$ cat config.mk
export PLATFORM = sky130hd
export DESIGN_NAME = parallel_in_serial_out_handshake_16_bit
export DESIGN_NICKNAME = d
export VERILOG_FILES = /design/src/rtl/parallel_in_serial_out_handshake_16_bit_pkg.sv /design/src/rtl/parallel_in_serial_out_handshake_16_bit.sv
export SDC_FILE = /design/constraint.sdc
export NUM_CORES = 1
export LEC_CHECK = 0
export CORE_MARGIN = 1.5
export CORE_UTILIZATION = 44
export CTS_CLUSTER_SIZE = 16
export DETAILED_ROUTE_END_ITERATION = 10
export PLACE_DENSITY = 0.74
export SYNTH_ARGS = -nofsm -noshare
export SYNTH_HDL_FRONTEND = slang
export SYNTH_SLANG_ARGS = --single-unit
$ cat constraint.sdc
create_clock -name Clk_In -period 1.7 [get_ports Clk_In]
set_clock_uncertainty 0.15 [all_clocks]
set_input_delay 0.51 -clock Clk_In [delete_from_list [all_inputs] [get_ports Clk_In]]
set_output_delay 0.51 -clock Clk_In [all_outputs]
set_load 0.01 [all_outputs]
$ cat src/rtl/parallel_in_serial_out_handshake_16_bit_pkg.sv
// parallel_in_serial_out_handshake_16_bit_pkg: shared state encoding and sizing helpers for the serialiser
package parallel_in_serial_out_handshake_16_bit_pkg;
    localparam logic IDLE = 1'b0;
    localparam logic SHIFT = 1'b1;
    localparam int DEFAULT_DATA_WIDTH = 16;
    function automatic int cnt_width(input int w);
        return (w <= 2) ? 1 : $clog2(w);
    endfunction
endpackage

$ cat src/rtl/parallel_in_serial_out_handshake_16_bit.sv
// parallel_in_serial_out_handshake_16_bit: valid/ready loaded word shifted out one bit per falling edge
module parallel_in_serial_out_handshake_16_bit
    import parallel_in_serial_out_handshake_16_bit_pkg::*;
#(
    parameter int DATA_WIDTH = DEFAULT_DATA_WIDTH,
    parameter bit MSB_FIRST = 1'b1,
    parameter logic IDLE_LEVEL = 1'b0
) (
    input  logic                  Clk_In,
    input  logic                  Reset_In,
    input  logic [DATA_WIDTH-1:0] Parallel_Data_In,
    input  logic                  Load_Valid_In,
    output logic                  Load_Ready_Out,
    input  logic                  Shift_Enable_In,
    output logic                  Serial_Data_Out,
    output logic                  Serial_Valid_Out,
    output logic                  Frame_First_Out,
    output logic                  Frame_Last_Out,
    output logic                  Busy_Out
);
    localparam int CW = cnt_width(DATA_WIDTH);
    localparam logic [CW-1:0] LAST = CW'(DATA_WIDTH - 1);
    logic state;
    logic [DATA_WIDTH-1:0] shreg;
    logic [CW-1:0] cnt;
    logic at_last, load, consume;
    assign Busy_Out = (state == SHIFT);
    assign Serial_Valid_Out = Busy_Out;
    assign at_last = Busy_Out && (cnt == LAST);
    assign Load_Ready_Out = (state == IDLE) || (at_last && Shift_Enable_In);
    assign load = Load_Valid_In && Load_Ready_Out;
    assign consume = Serial_Valid_Out && Shift_Enable_In;
    // shreg holds the bits not yet presented, already aligned so the next one sits at the exit end
    always_ff @(negedge Clk_In or posedge Reset_In) begin
        if (Reset_In) begin
            state <= IDLE;
            shreg <= '0;
            cnt <= '0;
            Serial_Data_Out <= IDLE_LEVEL;
            Frame_First_Out <= 1'b0;
            Frame_Last_Out <= 1'b0;
        end else if (load) begin
            state <= SHIFT;
            shreg <= MSB_FIRST ? (Parallel_Data_In << 1) : (Parallel_Data_In >> 1);
            cnt <= '0;
            Serial_Data_Out <= MSB_FIRST ? Parallel_Data_In[DATA_WIDTH-1] : Parallel_Data_In[0];
            Frame_First_Out <= 1'b1;
            Frame_Last_Out <= (DATA_WIDTH == 1);
        end else if (consume) begin
            if (at_last) begin
                state <= IDLE;
                Serial_Data_Out <= IDLE_LEVEL;
                Frame_First_Out <= 1'b0;
                Frame_Last_Out <= 1'b0;
            end else begin
                shreg <= MSB_FIRST ? (shreg << 1) : (shreg >> 1);
                cnt <= cnt + CW'(1);
                Serial_Data_Out <= MSB_FIRST ? shreg[DATA_WIDTH-1] : shreg[0];
                Frame_First_Out <= 1'b0;
                Frame_Last_Out <= ((cnt + CW'(1)) == LAST);
            end
        end
    end
endmodule

### After elaboration in Yosys (flattened, before gate mapping)

Cells that the tools add are included.

* register bits: 24
* latch bits: 0
* RAM bits: 0
* ROM bits: 0
* input bits: 20
* output and inout port bits: 6
* word-level logic and storage cells: 37
* memories: 0

* add/subtract/negate cells: 1
* multipliers: 0
* divide/modulo/power cells: 0
* magnitude comparators: 0
* equality and inequality tests: 3
* shifts and indexed selects: 0
* multiplexer cells: 17
* bitwise gates (word level): 1
* reduce and logical (&&, ||, !) cells: 9

Operators by type and width (number)
* two-way mux 16 bit: 3
* two-way mux 4 bit: 3
* two-way mux 1 bit: 11
* equality test 4 bit (second input constant): 2
* adder 4 x 1 -> 4 bit (second input constant): 1
* logical AND 1 bit: 4
* AND reduction 2 bit: 2
* nonzero test 2 bit: 2
* inequality test 2 x 1 -> 1 bit (second input constant): 1
* logical OR 1 bit: 1
* NOT 1 bit: 1

### Logic depth before layout (Yosys ltp)

* depth in word-level cells: 7
* mapped depth: 6
* mapped depth without buffers: 4

==> flow_metrics.env <==
export IMPL_rr_worst_depth=8
export IMPL_rr_startpoint="Busy_Out"
export IMPL_vias_per_cell=5.956
export IMPL_netlist_area_sq_um=1139
export IMPL_cts_buffers=3
export IMPL_violations="setup timing"
export IMPL_worstSkewPairLatency_ns=0.31
export IMPL_dpl_hpwl_um=2141
export IMPL_start_util=0.4638
export IMPL_synth_distinct_cells=27
export IMPL_grt_pass1_vias=1142
export IMPL_critPathArrivalTime_ns=2.28
export IMPL_layout_common_cells="23 x dfrtn_1, 17 x clkdlybuf4s50_1, 17 x buf_4, 15 x buf_6"
export IMPL_critPathMaxStageDelay_ns=0.48
export IMPL_gp_congestion=0.7504
export IMPL_synth_compound_area_share=0.2154
export IMPL_ff_latch_area_sq_um=575.6
export IMPL_grt_max_degree=14
export IMPL_areaGrowthSynthToFinish_pct=71.43
export IMPL_r2r_slack_ns=-0.41
export IMPL_clkPwrFrac=0.146
export IMPL_pwr_share_comb=0.419
export IMPL_crit_type="reg -> out"
export IMPL_tritoncts="built"
export IMPL_dr_total_vias=1090
export IMPL_synth_mux_area_fraction=0.008791
export IMPL_avgSynthCellArea_sq_um=11.99
export IMPL_setup_viol=29
export IMPL_antenna_found_initial=0
export IMPL_grt_first_pass_wirelength_um=5526
export IMPL_worst_slew_margin_rel=0.7780
export IMPL_groute_usage_overall=0.2772
export IMPL_cp_max_fo=6
export IMPL_final_nets=176
export IMPL_multiInputGateArea_sq_um=721.9
export IMPL_finalWirelength_um=3725
export IMPL_endpoint_kind="output port"
export IMPL_dieArea_sq_um=2902
export IMPL_synth_top_family_by_area="compound AO/OA/AOI/OAI gates"
export IMPL_htree_levels=1
export IMPL_pin_count=26
export IMPL_synth_fa_ha_area_frac=0.02198
export IMPL_die_h_um=53.87
export IMPL_power_mw=1.829
export IMPL_drc=0
export IMPL_p_leak_nw=0.8549
export IMPL_holdWs_ns=0.3196
export IMPL_detail_route_antenna_nets=0
export IMPL_outcome="finished, violations left"
export IMPL_setup_tns_ns=-16.94
export IMPL_rows=18
export IMPL_antenna_cells=0
export IMPL_syn_inst=95
export IMPL_ctsHoldBuffers=0
export IMPL_drive_gt1_frac=0.5621
export IMPL_seq_power_share=0.435
export IMPL_crit_path_start_kind="flop"
export IMPL_ctsLongestPathBuffers=2
export IMPL_r2r_end="shreg[8]"
export IMPL_setup_slack_ns=-1.238
export IMPL_synth_seq_cells=23
export IMPL_vdd_drop_max_mv=0.8331
export IMPL_avgRoutedWirePerCell_um=20.36
export IMPL_hold_viol=0
export IMPL_drv_slew=0
export IMPL_final_core_util=0.7951
export IMPL_first_pass_iters=4
export IMPL_clk_pin_slew_ns=0.09
export IMPL_p_int_mw=1.218
export IMPL_crit_chain="ha_4 > nand4_1 > buf_4 > nand2_4 > buf_6"
export IMPL_cts_root_buf="clkbuf_4"
export IMPL_yosys_warnings=0
export IMPL_power_density_nw_per_um2=937.1
export IMPL_layout_commonest_cell="dfrtn_1"
export IMPL_final_fill_count=148
export IMPL_syn_nets=117
export IMPL_holdPathStages=2
export IMPL_worst_pin_slew_ns=0.3321
export IMPL_cp_required_ns=1.04
export IMPL_drv_cap=0
export IMPL_rsz0062_at_grt="true"
export IMPL_synth_xor_area_frac=0.01538
export IMPL_hp_class="reg -> reg"
export IMPL_yosys_area_share_simple=0.1769
export IMPL_overflow=0
export IMPL_port_buffers=25
export IMPL_cts_sinks=23
export IMPL_min_to="Frame_Last_Out"
export IMPL_core_region_area_sq_um=2455
export IMPL_p_sw_uw=610.9
export IMPL_die_w_um=53.87
export IMPL_switching_share=0.3340
export IMPL_ys_seq_area_frac=0.5055
export IMPL_drtIter0Drc=24
export IMPL_worstHoldStart="Frame_Last_Out"
export IMPL_crit_slowest_cell="dfrtn_1"
repair_timing:
item | in CTS | in global routing
buffers inserted | 11 | 7
hold endpoints to repair | 0 | 0
gates resized for setup | 65 | 7
pin swaps | 9 | 5
setup endpoints to repair | 29 | 29
cloned | 3 | 0
power groups by stage:
stage	sequential [mW]	clock, mW	combinational (mW)
after global routing	0.809	0.291	0.805
after CTS	0.787	0.267	0.718
after global placement	0.777	0	0.607
after detailed placement	0.787	0	0.642
after floorplan	0.780	0	0.405
final	0.796	0.267	0.767
flip-flops by register name, summed over array words and instances, names as in the netlist:
register / count
cnt: 4
Frame_First_Out: 1
Frame_Last_Out: 1
shreg: 15
Serial_Data_Out: 1
Busy_Out: 1
kinds of logic after synthesis:
family,after synthesis
xor+xnor,2
buf+inv,9
mux,1
fa+ha+maj,2
compound gates,26
flops,23
simple gates,32
synthesized netlist by cell type:
master	count	area (sq um)
a21oi_2	1	8.760
a21oi_1	1	5.000
a22o_2	1	10.01
xor2_1	2	17.52
a32oi_1	1	8.760
o2bb2ai_1	2	17.52
ha_1	2	25.02
and3b_2	1	10.01
or3_2	8	60.06
and3_1	3	18.77
o21ai_0	2	10.01
mux2i_1	1	10.01
a221o_1	8	80.08
and3_2	5	37.54
nand3_1	4	20.02
nand2_1	7	26.28
dfrtn_1	23	575.6
buf_6	3	33.78
a21o_1	2	15.01
and2b_1	1	7.510
clkbuf_1	1	3.750
and2_2	1	7.510
buf_4	2	15.01
inv_1	3	11.26
o221a_2	8	90.09
nand4_1	1	6.260
nor3b_1	1	7.510
worst max path at each step:
stage / startpoint / to / depth (start not counted) / slack [ns]
6_report: cnt[1] / Load_Ready_Out / 5 / -1.24
3_5_place_dp: Shift_Enable_In / shreg[10] / 4 / -1.39
2_1_floorplan: cnt[1] / Load_Ready_Out / 3 / -0.73
5_1_grt: cnt[1] / Load_Ready_Out / 5 / -1.29
3_3_place_gp: Shift_Enable_In / shreg[10] / 4 / -1.35
4_1_cts: cnt[1] / Load_Ready_Out / 5 / -1.19
routing by layer:
metal  vias to the layer above  wire length (um)  global-route usage
met2                        42              1984              0.5000
li1                        492                 -                   -
met1                       550              1497              0.3262
met5                         -                 0                   0
met4                         0                49             0.06838
met3                         6               193             0.06944
layout make-up:
cell class	count	area share
inverter	3	0.008974
clock buffer	3	0.01154
multi-input combinational	66	0.3699
timing repair buffer	57	0.2929
clock inverter	1	0.002564
tap	30	0.01923
sequential	23	0.2949
critical path: cells and delay by family, from the launching register on:
family	cells	cell delay, ns
buf+inv	2	0.27
simple gates	2	0.17
fa+ha+maj	1	0.19
flops	1	0.48
through the flow:
step                      instances  area, sq um  worst slack, ns
after detailed placement        159         1629           -1.392
after global routing            183         1952           -1.288
after global placement          159         1629           -1.354
after floorplan                  95         1274          -0.7279
after CTS                       177         1882           -1.192
final                           183         1952           -1.238
(Power assumes the default switching activity.)
